File: src/rtl/ssd_scan4.sv
// Four-digit multiplexed seven-segment scan driver with per-frame input snapshot and dead-time.
// Optional macro SSD_LZ_BLANK_EN enables leading-zero suppression on digits 3..1.
module ssd_scan4 #(
  parameter int unsigned SCAN_DIV  = 50000,
  parameter int unsigned BLANK_CYC = 16
) (
  input  logic       clk,
  input  logic       rst_n,
  input  logic [3:0] in0,
  input  logic [3:0] in1,
  input  logic [3:0] in2,
  input  logic [3:0] in3,
  input  logic [3:0] dp_mask,
  output logic [7:0] seg,
  output logic [3:0] ssd_ctl
);

  localparam int unsigned   CW        = $clog2(SCAN_DIV);
  localparam logic [CW-1:0] CNT_LAST  = CW'(SCAN_DIV - 1);
  localparam logic [CW-1:0] BLANK_END = CW'(BLANK_CYC);

  logic [CW-1:0]    cnt_q, cnt_d;
  logic [1:0]       idx_q, idx_d;
  logic [3:0][3:0]  snap_q, snap_d;
  logic [3:0]       sdp_q, sdp_d;
  logic [7:0]       seg_q, seg_d;
  logic [3:0]       ctl_q, ctl_d;

  logic             slot_end;
  logic             blank;
  logic [6:0]       seg7;
  logic [3:0]       lead_zero;

  // Segment pattern for bits [6:0] only; the decimal point is merged separately.
  function automatic logic [6:0] decode(input logic [3:0] d);
    case (d)
      4'd0:    decode = 7'h40;
      4'd1:    decode = 7'h79;
      4'd2:    decode = 7'h24;
      4'd3:    decode = 7'h30;
      4'd4:    decode = 7'h19;
      4'd5:    decode = 7'h12;
      4'd6:    decode = 7'h02;
      4'd7:    decode = 7'h78;
      4'd8:    decode = 7'h00;
      4'd9:    decode = 7'h10;
      default: decode = 7'h3F;
    endcase
  endfunction

  // NOTE: every signal assigned here gets a value on every path, so no latch is inferred.
  always_comb begin
    slot_end = (cnt_q == CNT_LAST);
    cnt_d    = slot_end ? '0 : cnt_q + CW'(1);
    idx_d    = slot_end ? idx_q + 2'd1 : idx_q;

    // Snapshot only at the very end of the digit-3 slot so a frame never mixes old and new digits.
    snap_d = snap_q;
    sdp_d  = sdp_q;
    if (slot_end && (idx_q == 2'd3)) begin
      snap_d = {in3, in2, in1, in0};
      sdp_d  = dp_mask;
    end

    lead_zero = 4'b0000;
`ifdef SSD_LZ_BLANK_EN
    lead_zero[3] = (snap_q[3] == 4'd0);
    lead_zero[2] = lead_zero[3] && (snap_q[2] == 4'd0);
    lead_zero[1] = lead_zero[2] && (snap_q[1] == 4'd0);
`endif
    seg7 = lead_zero[idx_q] ? 7'h7F : decode(snap_q[idx_q]);

    blank = (BLANK_CYC != 0) && (cnt_q < BLANK_END);
    if (blank) begin
      seg_d = 8'hFF;
      ctl_d = 4'hF;
    end else begin
      seg_d = {~sdp_q[idx_q], seg7};
      ctl_d = ~(4'b0001 << idx_q);
    end
  end

  // NOTE: sequential state uses non-blocking assignments; the small snapshot bank is
  // flops rather than a RAM, so it is reset to give a defined all-zero first frame.
  always_ff @(posedge clk or negedge rst_n) begin
    if (!rst_n) begin
      cnt_q  <= '0;
      idx_q  <= 2'd0;
      snap_q <= '0;
      sdp_q  <= 4'b0000;
      seg_q  <= 8'hFF;
      ctl_q  <= 4'hF;
    end else begin
      cnt_q  <= cnt_d;
      idx_q  <= idx_d;
      snap_q <= snap_d;
      sdp_q  <= sdp_d;
      seg_q  <= seg_d;
      ctl_q  <= ctl_d;
    end
  end

  assign seg     = seg_q;
  assign ssd_ctl = ctl_q;

endmodule

File: config.mk
export PLATFORM = sky130hd
export DESIGN_NAME = ssd_scan4
export DESIGN_NICKNAME = d
export VERILOG_FILES = /design/src/rtl/ssd_scan4.sv
export SDC_FILE = /design/constraint.sdc
export NUM_CORES = 1
export LEC_CHECK = 0
export ABC_AREA = 1
export CORE_MARGIN = 4
export CORE_UTILIZATION = 45
export CTS_BUF_LIST = sky130_fd_sc_hd__clkbuf_4 sky130_fd_sc_hd__clkbuf_8 sky130_fd_sc_hd__clkbuf_16
export CTS_CLUSTER_DIAMETER = 120
export DETAILED_ROUTE_END_ITERATION = 16
export DONT_BUFFER_PORTS = 1
export GPL_ROUTABILITY_DRIVEN = 0
export GPL_TIMING_DRIVEN = 0
export PLACE_DENSITY_LB_ADDON = 0.08
export SYNTH_ARGS = -nofsm -noshare
export SYNTH_HDL_FRONTEND = slang
export SYNTH_SLANG_ARGS = --single-unit
File: constraint.sdc
create_clock -name clk -period 1.52 [get_ports clk]
set_clock_uncertainty 0.15 [all_clocks]
set_input_delay 0.228 -clock clk [delete_from_list [all_inputs] [get_ports clk]]
set_output_delay 0.228 -clock clk [all_outputs]
set_load 0.01 [all_outputs]
== After elaboration in Yosys (flattened, before gate mapping) ==
Memories as Yosys holds them, arrays and structs flattened.
Cells that the tools add are included.

* Memories kept: 1
* Latch bits: 0
* Memory bits (read-only): 112
* Word-level logic and storage cells: 30
* Bits of input ports: 22
* Output and inout bits: 12
* Bits in writable memories: 0
* Register bits: 50

{| class="wikitable"
|+ Memories
! memory !! words !! width !! read ports !! clocked after memory_dff !! wr ports !! line !! source
|-
| (name not given) || 16 || 7 || 1 || 0 || 0 || 36 || <nowiki>case (d)</nowiki>
|}

* Magnitude comparators: 2
* Div/mod/pow operators: 0
* $add $sub $neg: 2
* Bitwise logic cells: 2
* Muxes and demuxes: 10
* Eq/ne operators: 2
* Shift operators: 1
* $mul: 0
* Reductions and logical operators: 1

{| class="wikitable"
|+ Operators by type and width
! cell !! count
|-
| adder 16 x 1 -> 16 bit, second input constant || 1
|-
| == test 16 bit, second input constant || 1
|-
| < comparator 16 x 5 -> 1 bit, second input constant || 1
|-
| two-way mux 16 bit || 1
|-
| binary-select mux 4 bit (select 2 bit) || 1
|-
| two-way mux 4 bit || 2
|-
| two-way mux 8 bit || 1
|-
| two-way mux 7 bit || 1
|-
| binary-select mux 1 bit (select 2 bit) || 2
|-
| NOT 4 bit || 1
|-
| left shift 1 x 2 -> 4 bit, first input constant || 1
|-
| < comparator 2 x 3 -> 1 bit, second input constant || 1
|-
| adder 2 x 1 -> 2 bit, second input constant || 1
|-
| == test 2 bit, second input constant || 1
|-
| two-way mux 1 bit || 2
|-
| logical AND 1 bit || 1
|-
| NOT 1 bit || 1
|}

== Logic depth before layout (Yosys ltp) ==
Gate-level depths: netlist of run 1.
An unclocked memory read counts as a cell.

* Depth after elaboration: 5
* Depth in mapped cells: 11
* Mapped depth without buffers: 10

== Worst setup path before layout of run 1 ==
OpenSTA, ideal clock, no wires.

* Kind: register to register
* Start: reg idx_q[0]
* End: reg seg_q[5], in the netlist seg[5]
* Stages on the path, launching flop included: 12
* Required time: 1285 ps
* Data arrival time: 1379 ps
* Path slack: -94 ps
* Path buffers: 1
* Period minus slack after synthesis: 1614 ps
* Library setup time: 85 ps
* Cells stage by stage: dfrtp_1 inv_1 buf_4 nand2_1 nand3_1 nand2_1 inv_1 ha_1 inv_1 nand3_1 nand3_1 nand3_1

* Longest elaborated chain between the ends: 5
* Elaborated cells on any way between the ends: 7
* Classes of those cells: 6 x mux; 1 x memory

{| class="wikitable"
|+ Ends and longest elaborated chain
! item !! line !! source
|-
| from (decl) || 23 || <nowiki>logic [1:0] idx_q, idx_d;</nowiki>
|-
| from (signal assigned) || 95 || <nowiki>idx_q <= idx_d;</nowiki>
|-
| binary-select mux 4 bit (select 2 bit) || 71 || <nowiki>seg7 = lead_zero[idx_q] ? 7'h7F : decode(snap_q[idx_q]);</nowiki>
|-
| two-way mux 4 bit (implied by the code) || 71 ||
|-
| memory read (16 x 7 bit) || -- ||
|-
| two-way mux 7 bit (*) || 71 ||
|-
| two-way mux 8 bit (*) || 74 || <nowiki>if (blank) begin</nowiki>
|-
| named net seg_d[5] || 26 || <nowiki>logic [7:0] seg_q, seg_d;</nowiki>
|-
| to (signal assigned) || 98 || <nowiki>seg_q <= seg_d;</nowiki>
|-
| to (decl) || 26 ||
|}

Mark *: on every way through the listed nets, which the timed path passes. The rest lies on a longest branch. The select of a mux whose other input is x is not followed.
A chain may end at the register's enable or synchronous reset.

== Worst setup path in the final report of run 1 ==
* Start: reg idx_q[0]
* End: reg seg_q[3], in the netlist seg[3]

The elaborated chain is that of the path after synthesis.

==> results.md, run 1 <==
- Run status: complete, but fails checks
- Failing checks: hold timing, setup timing
- Leading area contributor after synthesis: sky130_fd_sc_hd__dfrtp_1
- Total gr overflow: 0
- Reported leakage power: 1.61 nW
- Share of cells above drive strength 1: 0.415
- Drt first-iter violations: 80
- Worst setup startpoint: idx_q[0]$_DFFE_PN0N_
- Min Tclk post-route: 1.60 ns
- Port Buffers: 0
- Total Wirelength: 6420 um
- Number of failing setup endpoints in the final timing report: 28
- Clock tree from TritonCTS: yes
- Worst-case vdd ir drop: 540 uV
- Worst r2r dst: seg[3]$_DFF_PN1_
- Sequential cell area fraction in the yosys report: 0.489
- Buffers & Inverters on Critical Path: 2
- Standard cell with the maximum stage delay on the critical path: sky130_fd_sc_hd__dfrtp_2
- Detailed Place HPWL: 3780 um
- FF-to-FF path depth: 9
- Horizontal extent of the die: 83.9 um
- Register-to-register setup slack: -0.08 ns
- Total I/O pin count: 34
- Area added between synthesis and finish: 40.8%
- Register clock-pin slew on the reported worst setup and hold paths: 0.09 ns
- Number of buffers created by CTS: 5
- Capturing element type of the critical path: flip-flop
- Wire length of the first global-routing pass: 10,800 um
- Stage delay of the slowest cell on the critical path: 0.45 ns
- Ratio of final minimum period to clock period: 1.05
- Yosys cell types: 26
- Highest net fanout along the worst path: 6
- Post-detailed-route DRC marker count: 0
- Top cell type's share of synthesized area: 0.367
- Critical path arrival: 1.69 ns
- Count of filler cells inserted in the layout: 486
- H-Tree Depth: 2
- Maximum number of pins on one net before global-route repair: 51
- Via-per-instance ratio: 5.00
- Synth top area cells: sky130_fd_sc_hd__dfrtp_1 37%, sky130_fd_sc_hd__nand2_1 14%, sky130_fd_sc_hd__dfstp_2 12%
- Kind of start point of the critical path: flip-flop
- Number of buffers on the longest clock path: 2
- Actual slew at the worst max-slew pin: 0.217 ns
- Antenna-violating nets left: 0
- Critical path capture point: seg[3]$_DFF_PN1_
- Synthesized area divided by synthesized cell count: 8.52 um2
- Root Buffer: sky130_fd_sc_hd__clkbuf_8
- Power density cells: 606 nW/um2
- Mapped Cells: 304
- Total of hold buffers inserted after clock tree synthesis: 20
- ANT cells: 0
- Hold Worst Slack: -0.543 ns
- Type of the most critical hold path: in2async
- Final Total Pwr: 2.21 mW
- Number of vias in the routed layout: 2,207
- Number of violations of the max-capacitance limit: 0
- Cell count after placement: 376
- Critical path start-end classification: reg2reg
- Setup repair after global routing missed its margin: true
- Crit. path cell count: 9
- DRT Pass-1 Iters: 4
- Clock Latency Late Sink: 0.30 ns
- Count of placed standard cells in the final layout, fillers left out: 441
- Aggregate global-route resource usage: 0.191
- Cell area after synthesis: 2590 um2
- Area enclosed by the die boundary: 7030 um2
- Number of pins with negative max-slew slack in the final report: 0
- Clk sinks: 50
- Area of the core region: 5540 um2
- Final Hold Violating Endpoints: 50
- Yosys warning count: 0
- Slew HR: 0.855
- Number of synthesized register bits: 50
- Required arrival time at the worst endpoint: 1.61 ns
- Num rows: 27
- Number of antenna violations at the first check in global routing: 0
- Ordered list of cells on the worst path: inv_2 > buf_8 > nand2_4 > nand3_4 > nand2_8 > ha_4 > nand3_4 > nand3_2 > nand3_2
- Starting utilization of the core area: 0.467
- Mapped Nets: 336
- Die height: 83.9 um
- Net count reported at finish: 400
- WL per Instance: 14.5 um
- Highest attainable clock frequency: 0.626 GHz
- Number of global-route vias before repair: 2,212
- Kind of cell adding the most delay to the critical path: flip-flops
- Crit Reg-Reg Startpoint: idx_q[0]$_DFFE_PN0N_
- Worst path setup slack after routing: -0.0783 ns
-- worst min-delay path by stage --
stage          slack (ns)  startpoint  cells after the start             endpoint
2_1_floorplan       -0.22       rst_n                      0   cnt_q[0]$_DFF_PN0_
4_1_cts             -0.55       rst_n                      0  cnt_q[14]$_DFF_PN0_
6_report            -0.54       rst_n                      0   cnt_q[9]$_DFF_PN0_
3_3_place_gp        -0.22       rst_n                      0  cnt_q[13]$_DFF_PN0_
5_1_grt             -0.57       rst_n                      0  cnt_q[14]$_DFF_PN0_
3_5_place_dp        -0.22       rst_n                      0  cnt_q[13]$_DFF_PN0_
-- cell type report --
class / instances / area (um2) / area share
Buffer: 11 / 115 / 0.0316
Clock buffer: 7 / 90.1 / 0.0247
Clock inverter: 1 / 5.00 / 0.00137
Inverter: 22 / 97.6 / 0.0268
Multi-Input combinational cell: 221 / 1470 / 0.404
Sequential cell: 50 / 1270 / 0.349
Tap cell: 72 / 90.1 / 0.0247
Timing Repair Buffer: 56 / 495 / 0.136
Timing Repair inverter: 1 / 8.76 / 0.00240
-- cell usage after synthesis --
| library cell | instances |
|---|---|
| sky130_fd_sc_hd__nand2_1 | 96 |
| sky130_fd_sc_hd__dfrtp_1 | 38 |
| sky130_fd_sc_hd__nand3_1 | 30 |
| sky130_fd_sc_hd__nor2_1 | 28 |
| sky130_fd_sc_hd__inv_1 | 20 |
| sky130_fd_sc_hd__nand4_1 | 20 |
| sky130_fd_sc_hd__dfstp_2 | 12 |
| sky130_fd_sc_hd__ha_1 | 10 |
| sky130_fd_sc_hd__xor2_1 | 9 |
| sky130_fd_sc_hd__nand2_2 | 7 |
| sky130_fd_sc_hd__buf_4 | 4 |
| sky130_fd_sc_hd__buf_6 | 4 |
| sky130_fd_sc_hd__buf_2 | 3 |
| sky130_fd_sc_hd__nand3_2 | 3 |
| sky130_fd_sc_hd__nor2_2 | 3 |
| sky130_fd_sc_hd__o21ai_0 | 3 |
| sky130_fd_sc_hd__a21oi_1 | 2 |
| sky130_fd_sc_hd__nor2_4 | 2 |
| sky130_fd_sc_hd__nor3_1 | 2 |
| sky130_fd_sc_hd__o21bai_1 | 2 |
| sky130_fd_sc_hd__clkinv_2 | 1 |
| sky130_fd_sc_hd__inv_2 | 1 |
| sky130_fd_sc_hd__nand3_4 | 1 |
| sky130_fd_sc_hd__nor3_2 | 1 |
| sky130_fd_sc_hd__o22ai_1 | 1 |
| sky130_fd_sc_hd__or2_2 | 1 |
-- cells by family (layout without fill, tap and decap cells) --
kind of cell    after synthesis  in the layout  share of synthesized area
buf+inv                      33             98                     0.0671
fa+ha+maj                    10             10                     0.0483
flops                        50             50                      0.489
compound gates                8              8                     0.0179
xor+xnor                      9              9                     0.0304
simple gates                194            194                      0.347
-- state kept, by name, indices dropped and copies added, names as in the netlist --
signal   cells
sdp_q        4
cnt_q       16
ssd_ctl      4
snap_q      16
seg          8
idx_q        2
-- power by group --
group,internal [mW],switching (mW),leakage [nW]
Combinational,0.0341,0.00796,1.03
Clock,0.386,0.449,0.0517
Sequential,1.33,0,0.531
Total,1.75,0.457,1.61
-- layer usage --
metal  vias to the layer above  GRT usage  routed length [um]
li1                       1108          -                   -
met4                         0     0.0629                 103
met3                         8     0.0316                 198
met2                        35      0.319                3270
met1                      1056      0.252                2840
met5                         -          0                   0
-- metrics by stage --
step	util	hold slack [ns]	cell area [um2]	setup TNS (ns)	worst slack, ns
after floorplan	-	-0.218	2610	-0.0107	-0.0107
after global placement	0.486	-0.216	2700	-3.44	-0.233
after detailed placement	0.486	-0.216	2700	-4.46	-0.252
after CTS	0.624	-0.549	3460	-0.598	-0.101
after global routing	0.658	-0.571	3650	-3.81	-0.160
final	0.658	-0.543	3650	-0.913	-0.0783
-- layout by cell type (no fill, tap or decap), types with 3 or more instances in the layout --
cell,Yosys,routed
sky130_fd_sc_hd__nor2_4,2,3
sky130_fd_sc_hd__buf_4,4,32
sky130_fd_sc_hd__o21ai_0,3,3
sky130_fd_sc_hd__dlygate4sd3_1,0,20
sky130_fd_sc_hd__ha_2,0,4
sky130_fd_sc_hd__nand3_2,3,11
sky130_fd_sc_hd__nand4_1,20,20
sky130_fd_sc_hd__nand2_4,0,7
sky130_fd_sc_hd__nor2_2,3,5
sky130_fd_sc_hd__xor2_1,9,9
sky130_fd_sc_hd__nor2_1,28,25
sky130_fd_sc_hd__dfrtp_2,0,5
sky130_fd_sc_hd__nand3_1,30,14
sky130_fd_sc_hd__ha_1,10,4
sky130_fd_sc_hd__nand3_4,1,9
sky130_fd_sc_hd__buf_8,0,3
sky130_fd_sc_hd__nand2_2,7,25
sky130_fd_sc_hd__nand2_1,96,69
sky130_fd_sc_hd__clkbuf_8,0,6
sky130_fd_sc_hd__inv_2,1,5
sky130_fd_sc_hd__buf_2,3,3
sky130_fd_sc_hd__buf_6,4,8
sky130_fd_sc_hd__dfrtp_1,38,33
sky130_fd_sc_hd__inv_1,20,13
sky130_fd_sc_hd__dfstp_2,12,12
-- repair_timing --
action | in CTS | in global routing
cloned | 4 | 0
hold endpoints to repair | 70 | 50
pin swaps | 24 | 15
gates resized for setup | 66 | 32
setup buffers | 23 | 10
setup endpoints to repair | 39 | 43
Note: power is estimated with default switching activity, not from simulation.
==> inputs of run 2 (changes only) <==
--- a/config.mk
+++ b/config.mk
@@ -7,7 +7,7 @@
 export LEC_CHECK = 0
 export ABC_AREA = 1
 export CORE_MARGIN = 4
-export CORE_UTILIZATION = 45
+export CORE_UTILIZATION = 35
 export CTS_BUF_LIST = sky130_fd_sc_hd__clkbuf_4 sky130_fd_sc_hd__clkbuf_8 sky130_fd_sc_hd__clkbuf_16
 export CTS_CLUSTER_DIAMETER = 120
 export DETAILED_ROUTE_END_ITERATION = 16
==> run 2 against run 1 <==
  * The run still ends with hold timing, setup timing left
  * Non-clock buffer count is 6 lower
  * Clock-buffer cell count decreased by 2
  * Global-route usage decreased by 3.7 points
  * Cell area fell by 0.51%
  * Largest cell class unchanged
  * Largest power group unchanged
==> results.md, run 2 (synthesis gave the netlist of run 1 again) <==
- Root Buffer: sky130_fd_sc_hd__clkbuf_8
- Area enclosed by the die boundary: 8840 um2
- Setup repair after global routing missed its margin: true
- Highest net fanout along the worst path: 6
- Clock share of power: 0.357
- Most Frequent Cell on Critical Path: sky130_fd_sc_hd__nand3_2
- Share of cells above drive strength 1: 0.425
- Core Util, Final: 0.503
- Total of hold buffers inserted after clock tree synthesis: 20
- Register clock-pin slew on the reported worst setup and hold paths: 0.09 ns
- Number of buffers on the longest clock path: 2
- Proportion of power drawn by combinational gates: 0.019
- Capturing element type of the critical path: flip-flop
- Number of failing setup endpoints in the final timing report: 27
- Detailed Place HPWL: 3950 um
- Maximum number of pins on one net before global-route repair: 51
- Worst-case vdd ir drop: 282 uV
- Hold Worst Slack: -0.540 ns
- Leading cell type in the layout, fill and taps excluded: sky130_fd_sc_hd__nand2_1
- Min Tclk post-route: 1.63 ns
- Required arrival time at the worst endpoint: 1.60 ns
- Cell count after placement: 403
- Number of antenna violations at the first check in global routing: 0
- Net count reported at finish: 393
- Run status: complete, but fails checks
- Horizontal extent of the die: 94.0 um
- Worst path setup slack after routing: -0.110 ns
- Register-to-register setup slack: -0.11 ns
- Starting utilization of the core area: 0.359
- Clk sinks: 50
- Number of global-route vias before repair: 2,129
- Most used cells in the layout excluding fill and tap cells: 59 x sky130_fd_sc_hd__nand2_1, 34 x sky130_fd_sc_hd__nand2_2, 34 x sky130_fd_sc_hd__dfrtp_1
- Area added between synthesis and finish: 40.1%
- Antenna-violating nets left: 0
- Wire length of the first global-routing pass: 10,500 um
- Number of violations of the max-capacitance limit: 0
- Critical path start-end classification: reg2reg
- H-Tree Depth: 2
- ANT cells: 0
- Slew HR: 0.847
- Critical path arrival: 1.71 ns
- Actual slew at the worst max-slew pin: 0.229 ns
- Switch share: 0.212
- Count of placed standard cells in the final layout, fillers left out: 461
- Via-per-instance ratio: 4.60
- Pre-CTS setup slack: -0.263 ns
- Ratio of final minimum period to clock period: 1.07
- WL per Instance: 13.6 um
- Number of vias in the routed layout: 2,120
- Final total negative setup slack: -1.77 ns
- Standard cell with the maximum stage delay on the critical path: sky130_fd_sc_hd__dfrtp_2
- Highest attainable clock frequency: 0.613 GHz
- Kind of start point of the critical path: flip-flop
- Power density cells: 588 nW/um2
- Psw: 0.453 mW
- Die height: 94.0 um
- Number of pins with negative max-slew slack in the final report: 0
- Drt first-iter violations: 13
- Num rows: 31
- Seq pwr share: 0.624
- Reported leakage power: 1.54 nW
- Kind of cell adding the most delay to the critical path: flip-flops
- Final Total Pwr: 2.13 mW
- Ordered list of cells on the worst path: inv_2 > buf_8 > nand2_4 > nand3_4 > nand2_8 > ha_2 > inv_1 > nand2_2 > nand3_2 > nand3_2
- Total I/O pin count: 34
- Clock Latency Late Sink: 0.30 ns
- Number of buffers created by CTS: 5
- Post-detailed-route DRC marker count: 0
- Clock tree from TritonCTS: yes
- Final Hold Violating Endpoints: 50
- Total gr overflow: 0
- Buffers & Inverters on Critical Path: 3
- Worst setup startpoint: idx_q[0]$_DFFE_PN0N_
- Crit Reg-Reg Startpoint: idx_q[0]$_DFFE_PN0N_
- DRT Pass-1 Iters: 4
- Power Internal: 1.68 mW
- Failing checks: hold timing, setup timing
- Total Wirelength: 6290 um
- Area of the core region: 7210 um2
- Stage delay of the slowest cell on the critical path: 0.46 ns
- Port Buffers: 0
- Aggregate global-route resource usage: 0.154
- Type of the most critical hold path: in2async
[run 2: cell type report]
type                            instances  area, um2
Buffer                                 11        106
Clock buffer                            5       68.8
Clock inverter                          3       16.3
Fill cell                             705       3590
Inverter                               22       97.6
Multi-Input combinational cell        221       1490
Sequential cell                        50       1270
Tap cell                               99        124
Timing Repair Buffer                   50        453
[run 2: timing repair]
| action | in CTS | in global routing |
|---|---|---|
| cloned | 2 | 0 |
| endpoints found under the setup margin | 38 | 44 |
| pin swaps | 14 | 21 |
| endpoints found under the hold margin | 70 | 50 |
| resized for setup | 67 | 36 |
| buffers inserted | 16 | 12 |
[run 2: per-stage QoR]
stage | hold WS [ns] | instance area [um2]
global route | -0.581 | 3630
detailed placement | -0.216 | 2730
global placement | -0.215 | 2730
finish | -0.540 | 3630
floorplan | -0.218 | 2610
CTS | -0.559 | 3390
[run 2: worst paths after layout]
check | end | depth (start not counted)
min in group clk | snap_q[10]$_DFFE_PN0P_ | 2
setup / recovery | seg[0]$_DFF_PN1_ | 10
max in group asynchronous | ssd_ctl[1]$_DFF_PN1_ | 0
setup reg to reg | seg[0]$_DFF_PN1_ | 10
hold reg to reg | snap_q[10]$_DFFE_PN0P_ | 2
hold / removal | cnt_q[1]$_DFF_PN0_ | 0
[run 2: power groups by stage]
stage,Clock [mW],Combinational (mW),Sequential (mW)
after floorplan,0,0.00000419,1.36
after global placement,0,0.00000419,1.36
after detailed placement,0,0.00000419,1.36
after CTS,0.815,0.0408,1.33
after global routing,0.875,0.0446,1.33
final,0.763,0.0410,1.33
[run 2: per-layer routing]
| layer | track usage | up-vias | share of wire |
|---|---|---|---|
| li1 | - | 1090 | - |
| met1 | 0.203 | 999 | 0.46 |
| met2 | 0.254 | 27 | 0.51 |
| met3 | 0.0329 | 4 | 0.026 |
| met4 | 0.0433 | 0 | 0.0068 |
| met5 | 0 | - | 0 |
